### src/rtl/f_to_d_queue_if.sv
// Fetch->decode buffer bus: fetch-side handshake, decode-side stall/flush
// controls and the registered decode outputs, with one modport per side.
interface f_to_d_queue_if #(
  parameter int XLEN    = 32,
  parameter int PC_BITS = 5,
  parameter int DEPTH   = 4
);
  // Handshake: an instruction transfers on a rising clk edge where F_valid
  // and F_ready are both high. F_ready is combinational, never depends on
  // F_valid, and ignores any pop happening in the same cycle.
  logic                     F_valid;
  logic                     F_ready;
  logic [PC_BITS-1:0]       F_pc;
  logic [XLEN-1:0]          F_inst;
  logic                     F_BP_taken;
  logic                     stall_D;
  logic                     MEM_stall;
  logic                     flush;
  logic                     D_valid;
  logic [PC_BITS-1:0]       D_pc;
  logic [XLEN-1:0]          D_inst;
  logic                     D_BP_taken;
  logic [$clog2(DEPTH):0]   occupancy;

  modport master (
    output F_valid, F_pc, F_inst, F_BP_taken, stall_D, MEM_stall, flush,
    input  F_ready, D_valid, D_pc, D_inst, D_BP_taken, occupancy
  );

  modport slave (
    input  F_valid, F_pc, F_inst, F_BP_taken, stall_D, MEM_stall, flush,
    output F_ready, D_valid, D_pc, D_inst, D_BP_taken, occupancy
  );
endinterface

### src/rtl/f_to_d_queue.sv
// Fetch->decode buffer: DEPTH-entry FIFO in front of a registered decode
// stage, with empty-FIFO bypass and a flush that discards all buffered fetches.
module f_to_d_queue #(
  parameter int              XLEN    = 32,
  parameter int              PC_BITS = 5,
  parameter int              DEPTH   = 4,
  parameter logic [XLEN-1:0] NOP     = XLEN'(32'h2000_0000)
) (
  input  logic clk,
  input  logic rst,
  f_to_d_queue_if.slave bus
);
  localparam int PW = $clog2(DEPTH);
  localparam int CW = PW + 1;

  typedef struct packed {
    logic [PC_BITS-1:0] pc;
    logic [XLEN-1:0]    inst;
    logic               bp;
  } entry_t;

  entry_t          mem_q [DEPTH];
  entry_t          mem_d [DEPTH];
  logic [PW-1:0]   wr_ptr_q, wr_ptr_d;
  logic [PW-1:0]   rd_ptr_q, rd_ptr_d;
  logic [CW-1:0]   count_q, count_d;
  entry_t          dreg_q, dreg_d;
  logic            d_valid_q, d_valid_d;

  logic            f_ready;
  logic            push;
  logic            advance;
  entry_t          f_entry;

  always_comb begin
    f_entry   = '{pc: bus.F_pc, inst: bus.F_inst, bp: bus.F_BP_taken};
    f_ready   = !rst && !bus.flush && (count_q < CW'(DEPTH));
    push      = bus.F_valid && f_ready;
    advance   = !bus.stall_D && !bus.MEM_stall;

    mem_d     = mem_q;
    wr_ptr_d  = wr_ptr_q;
    rd_ptr_d  = rd_ptr_q;
    count_d   = count_q;
    dreg_d    = dreg_q;
    d_valid_d = d_valid_q;

    if (bus.flush) begin
      // D_pc deliberately keeps its last value; only the live bits are killed.
      wr_ptr_d    = '0;
      rd_ptr_d    = '0;
      count_d     = '0;
      d_valid_d   = 1'b0;
      dreg_d.inst = NOP;
      dreg_d.bp   = 1'b0;
    end else if (advance) begin
      if (count_q != '0) begin
        dreg_d    = mem_q[rd_ptr_q];
        d_valid_d = 1'b1;
        rd_ptr_d  = rd_ptr_q + 1'b1;
        if (push) begin
          mem_d[wr_ptr_q] = f_entry;
          wr_ptr_d        = wr_ptr_q + 1'b1;
        end else begin
          count_d = count_q - 1'b1;
        end
      end else if (push) begin
        // Empty FIFO: behave exactly like a plain pipeline register.
        dreg_d    = f_entry;
        d_valid_d = 1'b1;
      end else begin
        d_valid_d   = 1'b0;
        dreg_d.inst = NOP;
        dreg_d.bp   = 1'b0;
      end
    end else if (push) begin
      mem_d[wr_ptr_q] = f_entry;
      wr_ptr_d        = wr_ptr_q + 1'b1;
      count_d         = count_q + 1'b1;
    end
  end

  always_ff @(posedge clk) begin
    if (rst) begin
      wr_ptr_q  <= '0;
      rd_ptr_q  <= '0;
      count_q   <= '0;
      d_valid_q <= 1'b0;
      dreg_q    <= '{pc: '0, inst: NOP, bp: 1'b0};
    end else begin
      wr_ptr_q  <= wr_ptr_d;
      rd_ptr_q  <= rd_ptr_d;
      count_q   <= count_d;
      d_valid_q <= d_valid_d;
      dreg_q    <= dreg_d;
    end
  end

  // Storage needs no reset: entries are only read when count says they are live.
  always_ff @(posedge clk) begin
    mem_q <= mem_d;
  end

  assign bus.F_ready    = f_ready;
  assign bus.D_valid    = d_valid_q;
  assign bus.D_pc       = dreg_q.pc;
  assign bus.D_inst     = dreg_q.inst;
  assign bus.D_BP_taken = dreg_q.bp;
  assign bus.occupancy  = count_q;
endmodule

### src/flat_wrapper.sv
// flat-port wrapper written by rule: the top's interface ports become plain ports
module f_to_d_queue_flat 
#(
  parameter int              XLEN    = 32,
  parameter int              PC_BITS = 5,
  parameter int              DEPTH   = 4,
  parameter logic [XLEN-1:0] NOP     = XLEN'(32'h2000_0000)
)
  (clk, rst, bus_F_valid, bus_F_pc, bus_F_inst, bus_F_BP_taken, bus_stall_D, bus_MEM_stall, bus_flush, bus_F_ready, bus_D_valid, bus_D_pc, bus_D_inst, bus_D_BP_taken, bus_occupancy);
  f_to_d_queue_if #(.XLEN(XLEN), .PC_BITS(PC_BITS), .DEPTH(DEPTH)) bus_i ();
  input  logic clk;
  input  logic rst;
  input wire logic [$bits(bus_i.F_valid)-1:0] bus_F_valid;
  input wire logic [$bits(bus_i.F_pc)-1:0] bus_F_pc;
  input wire logic [$bits(bus_i.F_inst)-1:0] bus_F_inst;
  input wire logic [$bits(bus_i.F_BP_taken)-1:0] bus_F_BP_taken;
  input wire logic [$bits(bus_i.stall_D)-1:0] bus_stall_D;
  input wire logic [$bits(bus_i.MEM_stall)-1:0] bus_MEM_stall;
  input wire logic [$bits(bus_i.flush)-1:0] bus_flush;
  output wire logic [$bits(bus_i.F_ready)-1:0] bus_F_ready;
  output wire logic [$bits(bus_i.D_valid)-1:0] bus_D_valid;
  output wire logic [$bits(bus_i.D_pc)-1:0] bus_D_pc;
  output wire logic [$bits(bus_i.D_inst)-1:0] bus_D_inst;
  output wire logic [$bits(bus_i.D_BP_taken)-1:0] bus_D_BP_taken;
  output wire logic [$bits(bus_i.occupancy)-1:0] bus_occupancy;
  assign bus_i.F_valid = bus_F_valid;
  assign bus_i.F_pc = bus_F_pc;
  assign bus_i.F_inst = bus_F_inst;
  assign bus_i.F_BP_taken = bus_F_BP_taken;
  assign bus_i.stall_D = bus_stall_D;
  assign bus_i.MEM_stall = bus_MEM_stall;
  assign bus_i.flush = bus_flush;
  assign bus_F_ready = bus_i.F_ready;
  assign bus_D_valid = bus_i.D_valid;
  assign bus_D_pc = bus_i.D_pc;
  assign bus_D_inst = bus_i.D_inst;
  assign bus_D_BP_taken = bus_i.D_BP_taken;
  assign bus_occupancy = bus_i.occupancy;
  f_to_d_queue #(.XLEN(XLEN), .PC_BITS(PC_BITS), .DEPTH(DEPTH), .NOP(NOP)) u_core (.clk(clk), .rst(rst), .bus(bus_i));
endmodule
### config.mk
export PLATFORM = sky130hd
export DESIGN_NAME = f_to_d_queue_flat
export DESIGN_NICKNAME = d
export VERILOG_FILES = /design/src/rtl/f_to_d_queue_if.sv /design/src/rtl/f_to_d_queue.sv /design/src/flat_wrapper.sv
export SDC_FILE = /design/constraint.sdc
export NUM_CORES = 1
export LEC_CHECK = 0
export BUFFER_PORTS_ARGS = -buffer_cell sky130_fd_sc_hd__buf_2
export CORE_UTILIZATION = 30
export CTS_BUF_LIST = sky130_fd_sc_hd__clkbuf_2 sky130_fd_sc_hd__clkbuf_4 sky130_fd_sc_hd__clkbuf_8
export DETAILED_ROUTE_END_ITERATION = 10
export PLACE_DENSITY = 0.52
export SYNTH_ARGS = -nofsm -noshare
export SYNTH_HDL_FRONTEND = slang
export SYNTH_SLANG_ARGS = --single-unit
### constraint.sdc
create_clock -name clk -period 6.3 [get_ports clk]
set_input_delay 1.575 -clock clk [delete_from_list [all_inputs] [get_ports clk]]
set_output_delay 1.575 -clock clk [all_outputs]
set_load 0.01 [all_outputs]
==> results of run 1 <==
[state kept, by name (all words and copies together), names as in the netlist]
| signal | cells |
|---|---|
| u_core.bus.D_BP_taken | 1 |
| u_core.bus.D_inst | 32 |
| u_core.bus.D_pc | 5 |
| u_core.bus.D_valid | 1 |
| u_core.bus.occupancy | 3 |
| u_core.mem_q | 152 |
| u_core.rd_ptr_q | 2 |
| u_core.wr_ptr_q | 2 |
[synth_stat cells, types with 2 or more instances]
cell	count	area, µm²
xnor2_1	3	26.3
a31oi_1	2	12.5
nor3_1	6	30.0
a311oi_1	6	52.6
mux4_2	38	856
buf_2	7	35.0
dfxtp_1	46	921
nand2_1	15	56.3
and2_1	4	25.0
a21oi_1	3	15.0
ha_1	5	62.6
nor2_1	47	176
a221oi_1	32	280
buf_6	2	22.5
edfxtp_1	152	4560
clkbuf_1	23	86.3
o21ai_0	33	165
inv_1	2	7.51
or2_2	2	12.5
[where the power goes]
group | switching (mW) | internal [mW]
clock network | 0.445 | 0.394
registers | 0.00619 | 1.42
logic | 0.0663 | 0.0359
[area by class of cell]
| class | count | area [µm²] | area share, % |
|---|---|---|---|
| Inverter | 2 | 7.51 | 0.0868 |
| Tap cell | 324 | 405 | 4.69 |
| Clock buffer | 17 | 234 | 2.70 |
| Clock inverter | 15 | 174 | 2.01 |
| Sequential cell | 198 | 5490 | 63.5 |
| Timing Repair Buffer | 88 | 445 | 5.15 |
| Multi-Input combinational cell | 207 | 1890 | 21.9 |
[metrics by stage]
stage / utilization (%) / total power [mW] / hold slack, ns / instances
2_1_floorplan: - / 1.50 / 0.502 / 439
3_3_place_gp: 33.7 / 1.55 / 0.459 / 819
3_5_place_dp: 33.7 / 1.56 / 0.480 / 819
4_1_cts: 35.4 / 2.39 / 0.498 / 851
5_1_grt: 35.4 / 2.44 / 0.518 / 851
6_report: 35.4 / 2.36 / 0.491 / 851
[final timing paths]
| path | from | end | slack (ns) | depth (start not counted) |
|---|---|---|---|---|
| setup / recovery | rst | bus_F_ready | 2.35 | 4 |
| hold / removal | u_core.bus.D_inst[1] | u_core.bus.D_inst[1] | 0.49 | 2 |
| setup reg to reg | u_core.bus.occupancy[2] | u_core.mem_q[85] | 3.52 | 3 |
| hold reg to reg | u_core.bus.D_inst[1] | u_core.bus.D_inst[1] | 0.49 | 2 |
[routing by layer]
metal | wire (µm) | share of wire, %
met4 | 195 | 1.2
met3 | 570 | 3.5
met1 | 7470 | 46
met2 | 8000 | 49
met5 | 0 | 0
[logic make-up (layout without fill, tap and decap cells)]
group,Yosys count,after routing,synth area share [%]
adder cells (fa/ha/maj),5,5,0.833
buffers and inverters,34,122,2.02
XOR/XNOR,4,4,0.467
AO/OA/AOI/OAI,79,79,7.45
multiplexers,39,39,11.5
flip-flops,198,198,73.1
AND/OR/NAND/NOR,80,80,4.63
[worst max-delay path, stage by stage]
cell	delay (ns)
buf_2	0.16
or2_2	0.40
nor2_1	0.11
buf_2	0.13
==> metrics, run 1 <==
Setup TNS Final=0 ns; critical path class=in -> out; Synth cell types=30; hold_buf cts=0; Core Area=24,500 µm²; total track usage=13.2%; first-pass GRT wire length=25.2 mm; commonest cells after routing, fill and taps aside=152 x edfxtp_1, 86 x buf_2, 44 x nor2_1, 44 x dfxtp_1, 38 x mux4_2; Clock Latency Late Sink=0.46 ns; Mean Syn Cell Area=17.1 µm²; vias post-DR=4,119; RSZ-0062 raised after global routing=false; Post-synth ARST share=0%; Leak Pwr=2.88 nW; Fmax=0.253 GHz; die area=25,700 µm²; dominant synthesized flop cell=edfxtp_1; share of post-route cells with drive strength above 1=about a third; Clock Path Buffers=2; vias in the first global route=approximately 4.4k; met1 usage=16.9%; Seq/Total Area, Yosys=around three quarters; WL final=16.2 mm; CTS Sinks=198; Clock Pin Slew Worst Setup and Hold Paths=roughly 0.10 ns; Final Max Slew Viols=0; Final Skew=0.0148 ns; DP HPWL=9.78 mm; First DRT Iteration DRCs=286; Initial DRT Pass Iterations=4; n_diodes=0; postcts setup bufs=0; #FFs+latches synth=198; Via density=4.84; grt met2 use=22.2%; CTS root buf=clkbuf_8; Startpoint Class=primary input; initial antenna violation count=0; # DRC=0; Resized cells post-CTS=0; Synth Instances=439; commonest non-fill, non-tap cell in the layout=edfxtp_1; Cell Area, Synth=7510 µm²; Final min period=3.95 ns; Hold Vio Cnt, Final=0; Routed WL per cell=19.1 µm; met3 Resource Use GR=under 10%; Worst Hold Class=reg -> reg; nets=563; largest net degree at the start of global routing=41; Port Buffer Count=86; Post-synth EDFFs=152; Tcrit/Tclk final=62.6%; CTS tree=built; Die X=160 µm; Net Count, Synth=488; max-capacitance violation count=0; Ports=87; filler instances=roughly 2.3k; P&R area growth vs syn=15.2%; VDD IR-drop max=between 100 and 150 µV; CTS H-Tree Depth=4; placed inst area=between 8000 and 9000 µm²; Cell Pwr Density=roughly 270 nW/µm²; aggregate global routing overflow=0; Slew Limit Headroom=26.5%; standard-cell rows=57; Req. time, crit path=roughly 4.7 ns; DRT antenna net count=0; pre-CTS setup slack=roughly 2.2 ns; CP max FO=11; setup violators final=0; routability cong.=about 0.7; Worst Setup End Kind=primary output; status=finished, final reports clean; worst slew pin tran=1.10 ns; TritonCTS Buffers=17; die height=160 µm; Ys Warns=0; Final Cell Area=8650 µm²; GRT busiest layer=met2; Worst Path Arrival=2.37 ns; Setup WS post-layout=about 2.4 ns; Initial Util=30.7%
No activity file was read; power rests on OpenSTA's default activity.
==> inputs of run 2 (changes only) <==
Settings changed: ABC_AREA set to 1, PLACE_DENSITY 0.52 to 0.53.
Clock period 6.3 ns to 3.16 ns, I/O delays scaled along.
==> metrics, run 2 <==
RSZ-0062 raised after global routing=false; Tcrit/Tclk final=a little under three quarters; Cell Pwr Density=502 nW/µm²; Leak Pwr=3.90 nW; vias post-DR=around 5.5k; commonest non-fill, non-tap cell in the layout=nand2_1; Ports=87; n_diodes=0; Post-synth ARST share=0%; CTS H-Tree Depth=4; largest net degree at the start of global routing=78; dominant synthesized flop cell=edfxtp_1; max reg flops=152; Clock Latency Late Sink=between 0.4 and 0.5 ns; Worst Hold Class=reg -> reg; nets=924; total track usage=14.0%; Synth area leader=edfxtp_1; Port Buffer Count=86; Core Area=26,200 µm²; Req. time, crit path=2.37 ns; failing checks=design-rule violations; Synth Instances=792; first-pass GRT wire length=29.7 mm; Fmax=0.441 GHz; status=finished, violations left; Seq/Total Area, Yosys=68.0%; Hold Slack=0.520 ns; vias in the first global route=~5.3k; Clock Pin Slew Worst Setup and Hold Paths=0.09 ns; Initial DRT Pass Iterations=7; CTS Sinks=198; Clock Path Buffers=2; P&R area growth vs syn=15.4%; Post-synth EDFFs=152; Mean Syn Cell Area=10.2 µm²; hold_buf cts=0; commonest cells after routing, fill and taps aside=297 x nand2_1, 152 x edfxtp_1, 139 x nand3_1; Resized cells post-CTS=0; setup violators final=0; Hold Vio Cnt, Final=0; CTS root buf=clkbuf_8; Worst Setup End Kind=primary output; WL final=18.9 mm; CP max FO=4; Max stage delay on crit path=0.17 ns; Inst Count DP=about 1.2k; Final Skew=0.0206 ns; Slew Limit Headroom=about 44%; Net Count, Synth=841; die height=approximately 170 µm; DP HPWL=between 10 and 15 mm; aggregate global routing overflow=0; Die X=166 µm; Initial Util=30.8%; Setup TNS Final=0 ns; Via density=4.51; max-capacitance violation count=0; worst-path cell chain=buf_2, nor2_4, inv_1, nor2_1, buf_2; Ys Warns=0; postcts setup bufs=0; First DRT Iteration DRCs=402; #FFs+latches synth=198; CTS tree=built; ranking of synthesized cells by area=edfxtp_1 57%, nand2_1 14%, dfxtp_1 11%; most used cell, CP=buf_2; worst slew pin tran=0.837 ns; Final Max Slew Viols=0; register name with the most flops=u_core.mem_q; initial antenna violation count=0; standard-cell rows=just under 60; critical path class=in -> out; Routed WL per cell=15.5 µm; slowest cell on the critical path=nor2_4; Startpoint Class=primary input; top cells by count, synth=298 x nand2_1, 152 x edfxtp_1, 139 x nand3_1; Final min period=2.27 ns; VDD IR-drop max=240 µV; routability cong.=0.731; # DRC=6; Finished Core Util=35.5%; TritonCTS Buffers=17; share of post-route cells with drive strength above 1=17.3%; Cell Area, Synth=8070 µm²; DRT antenna net count=0; die area=27,600 µm²; Synth cell types=23; Non-Filler Instances=1,223; Yosys top cell area share=56.6%; Worst Path Arrival=1.48 ns; count leader, synth=nand2_1
==> run 2: metrics by stage <==
step	power (mW)	setup slack, ns	area [µm²]
6_report	4.68	0.895	9310
5_1_grt	4.84	0.767	9310
3_3_place_gp	3.07	0.502	8900
4_1_cts	4.73	0.885	9310
3_5_place_dp	3.07	0.439	8900
2_1_floorplan	2.97	-0.233	8070
==> run 2: critical path, delay by kind of cell <==
family | cells | cell delay (ns)
simple gates | 2 | 0.29
buf+inv | 3 | 0.40
==> run 2: cell families (layout without fill, tap and decap cells) <==
group	Yosys count	count (layout)	synth area share (%)
adders and majority gates	5	5	0.775
buffers and inverters	104	200	5.67
DFF	198	198	68.0
AOI/OAI and AO/OA	14	14	0.899
and+or+nand+nor	470	470	24.6
xor gates and xnor gates	1	1	0.109
==> run 2: final timing paths <==
check | to | startpoint | cells past startpoint | slack (ns)
worst min register to register | u_core.bus.D_pc[4] | u_core.bus.D_pc[4] | 4 | 0.52
worst max-delay path | bus_F_ready | bus_flush | 5 | 0.89
worst min-delay path | u_core.bus.D_pc[4] | u_core.bus.D_pc[4] | 4 | 0.52
worst max register to register | u_core.mem_q[34] | u_core.bus.occupancy[0] | 7 | 0.93
==> run 2: routing by layer <==
layer	wire [µm]	vias to the layer above	global-route usage (%)
met5	0	-	0
met4	140	0	3.58
met3	731	10	3.17
met2	8900	98	22.8
met1	9170	2635	18.8
li1	-	2776	-
==> run 2: power by group <==
group | internal, mW | switching (mW) | total [mW]
combinational | 0.0538 | 0.128 | 0.182
sequential | 2.82 | 0.00796 | 2.83
clock | 0.719 | 0.949 | 1.67
total | 3.59 | 1.09 | 4.68
==> run 2: cell type report <==
| type | instances | area [µm²] |
|---|---|---|
| clock buffers | 20 | 275 |
| clock inverters | 12 | 133 |
| fillers | 2655 | 16900 |
| inverters | 66 | 248 |
| multi-input cells | 490 | 2160 |
| flip-flops and latches | 198 | 5490 |
| well taps | 335 | 419 |
| repair buffers | 102 | 588 |
==> inputs of run 3 (changes only) <==
Settings changed: PLACE_DENSITY 0.53 to 0.51.
Clock period 3.16 ns to 2.15 ns, I/O delays scaled along.
==> metrics, run 3 (synthesis results as in run 2) <==
Hold Vio Cnt, Final=0; routability cong.=0.751; die area=around 28,000 µm²; DP HPWL=12.1 mm; flop2flop setup slack=0.42 ns; min-delay src=bus_F_inst[0]; first-pass GRT wire length=30.2 mm; CTS root buf=clkbuf_8; Final Skew=0.0210 ns; Fmax=between 0.5 and 0.6 GHz; commonest cells after routing, fill and taps aside=297 x nand2_1, 152 x edfxtp_1, 139 x nand3_1; slowest cell on the critical path=buf_4; Slew Limit Headroom=62.8%; CTS H-Tree Depth=4; Non-Filler Instances=1,234; setup violators final=0; max-capacitance violation count=0; TritonCTS Buffers=17; sw power=1.54 mW; worst-path cell chain=buf_2, nor2_4, buf_4, inv_1, nor2_1, buf_2; Tcrit/Tclk final=90.8%; Via density=4.33; Final Max Slew Viols=0; failing checks=design-rule violations; initial antenna violation count=2; switching share of power=around 22%; worst hold path endpoint=u_core.mem_q[1]; aggregate global routing overflow=0; nets=between 900 and 1k; status=finished, violations left; Ports=just under 90; Setup TNS Final=0 ns; postcts setup bufs=0; largest net degree at the start of global routing=78; WL final=18.8 mm; Clock Pin Slew Worst Setup and Hold Paths=0.11 ns; Leak Pwr=slightly below 4 nW; clock network fraction of design power=35.5%; Startpoint Class=primary input; vias post-DR=5,343; Die X=166 µm; max reg flops=around 150; part of the power in combinational logic=under 10%; Int Power=between 5 and 6 mW; filler instances=2,628; critical path class=in -> out; First DRT Iteration DRCs=383; # DRC=4; worst slew pin tran=0.557 ns; Cell Pwr Density=slightly above 700 nW/µm²; register name with the most flops=u_core.mem_q; Flop pwr share=60.4%; total track usage=14.3%; Worst Setup End Kind=primary output; Finished Core Util=36.2%; placed inst area=9100 µm²; DRT antenna net count=0; Resized cells post-CTS=0; die height=166 µm; VDD IR-drop max=324 µV; Initial DRT Pass Iterations=8; RSZ-0062 raised after global routing=false; P&R area growth vs syn=17.7%; Final min period=1.95 ns; CP max FO=14; Req. time, crit path=1.61 ns; CTS tree=built; Inst Count DP=approximately 1.2k; n_diodes=0; hold_buf cts=0; Clock Latency Late Sink=0.47 ns; RR Endpoint=u_core.mem_q[47]; Max stage delay on crit path=0.23 ns; most used cell, CP=buf_2; Final Cell Area=between 9000 and 10,000 µm²; hold depth=1; vias in the first global route=5,306; R2R depth=7; CTS Sinks=198; Core Area=26,200 µm²; share of post-route cells with drive strength above 1=18.1%; Port Buffer Count=86; Reg2Reg Launch Point=u_core.bus.occupancy[0]; Clock Path Buffers=2; Hold Slack=0.299 ns; Routed WL per cell=between 15 and 20 µm; Worst Hold Class=in -> reg; standard-cell rows=59; commonest non-fill, non-tap cell in the layout=nand2_1; Initial Util=30.8%; Worst Path Arrival=1.42 ns
## run 3: cell count changes in the layout (fill, tap and decap cells not counted), moves of 2 or more
cell	previous run	this run
buf_12	3	12
buf_4	13	15
clkbuf_8	20	18
clkinv_1	0	2
clkinv_4	3	1
inv_8	3	1
## run 3: metrics by stage
step | setup WS [ns] | total power, mW
3_3_place_gp | 0.171 | 4.53
2_1_floorplan | -0.389 | 4.36
6_report | 0.197 | 6.87
5_1_grt | 0.128 | 7.14
3_5_place_dp | 0.125 | 4.53
4_1_cts | 0.189 | 6.98
## run 3: power groups by stage
stage	logic [mW]	clock network (mW)	registers (mW)
2_1_floorplan	0.118	0	4.24
3_3_place_gp	0.287	0	4.24
3_5_place_dp	0.288	0	4.24
4_1_cts	0.288	2.54	4.15
5_1_grt	0.316	2.67	4.16
6_report	0.279	2.44	4.15
## run 3: how the worst max path moves through the flow
stage | from | endpoint | cells after the start
after global placement | bus_flush | u_core.mem_q[67] | 7
final | bus_flush | bus_F_ready | 6
after CTS | bus_flush | bus_F_ready | 6
after detailed placement | bus_flush | u_core.mem_q[40] | 7
after floorplan | bus_flush | u_core.mem_q[0] | 5
after global routing | bus_flush | bus_F_ready | 6
## run 3: final cells by class
| cell class | instances | area, µm² | area share (%) |
|---|---|---|---|
| Clock inverter | 13 | 146 | 1.54 |
| Timing Repair Buffer | 113 | 783 | 8.25 |
| Multi-Input combinational cell | 490 | 2160 | 22.7 |
| Sequential cell | 198 | 5490 | 57.8 |
| Clock buffer | 19 | 255 | 2.69 |
| Inverter | 66 | 248 | 2.61 |
| Tap cell | 335 | 419 | 4.41 |
## run 3: worst max-delay path, delay by kind of cell
kind | cells | cell delay, ns
buffers and inverters | 4 | 0.59
AND/OR/NAND/NOR | 2 | 0.27
## run 3: routing by layer
metal	up-vias	share of wire [%]	GRT usage, %
met5	-	0.13	0
met4	4	0.31	4.43
met3	6	4.8	3.24
met2	99	48	23.8
met1	2441	47	18.5
li1	2793	-	-
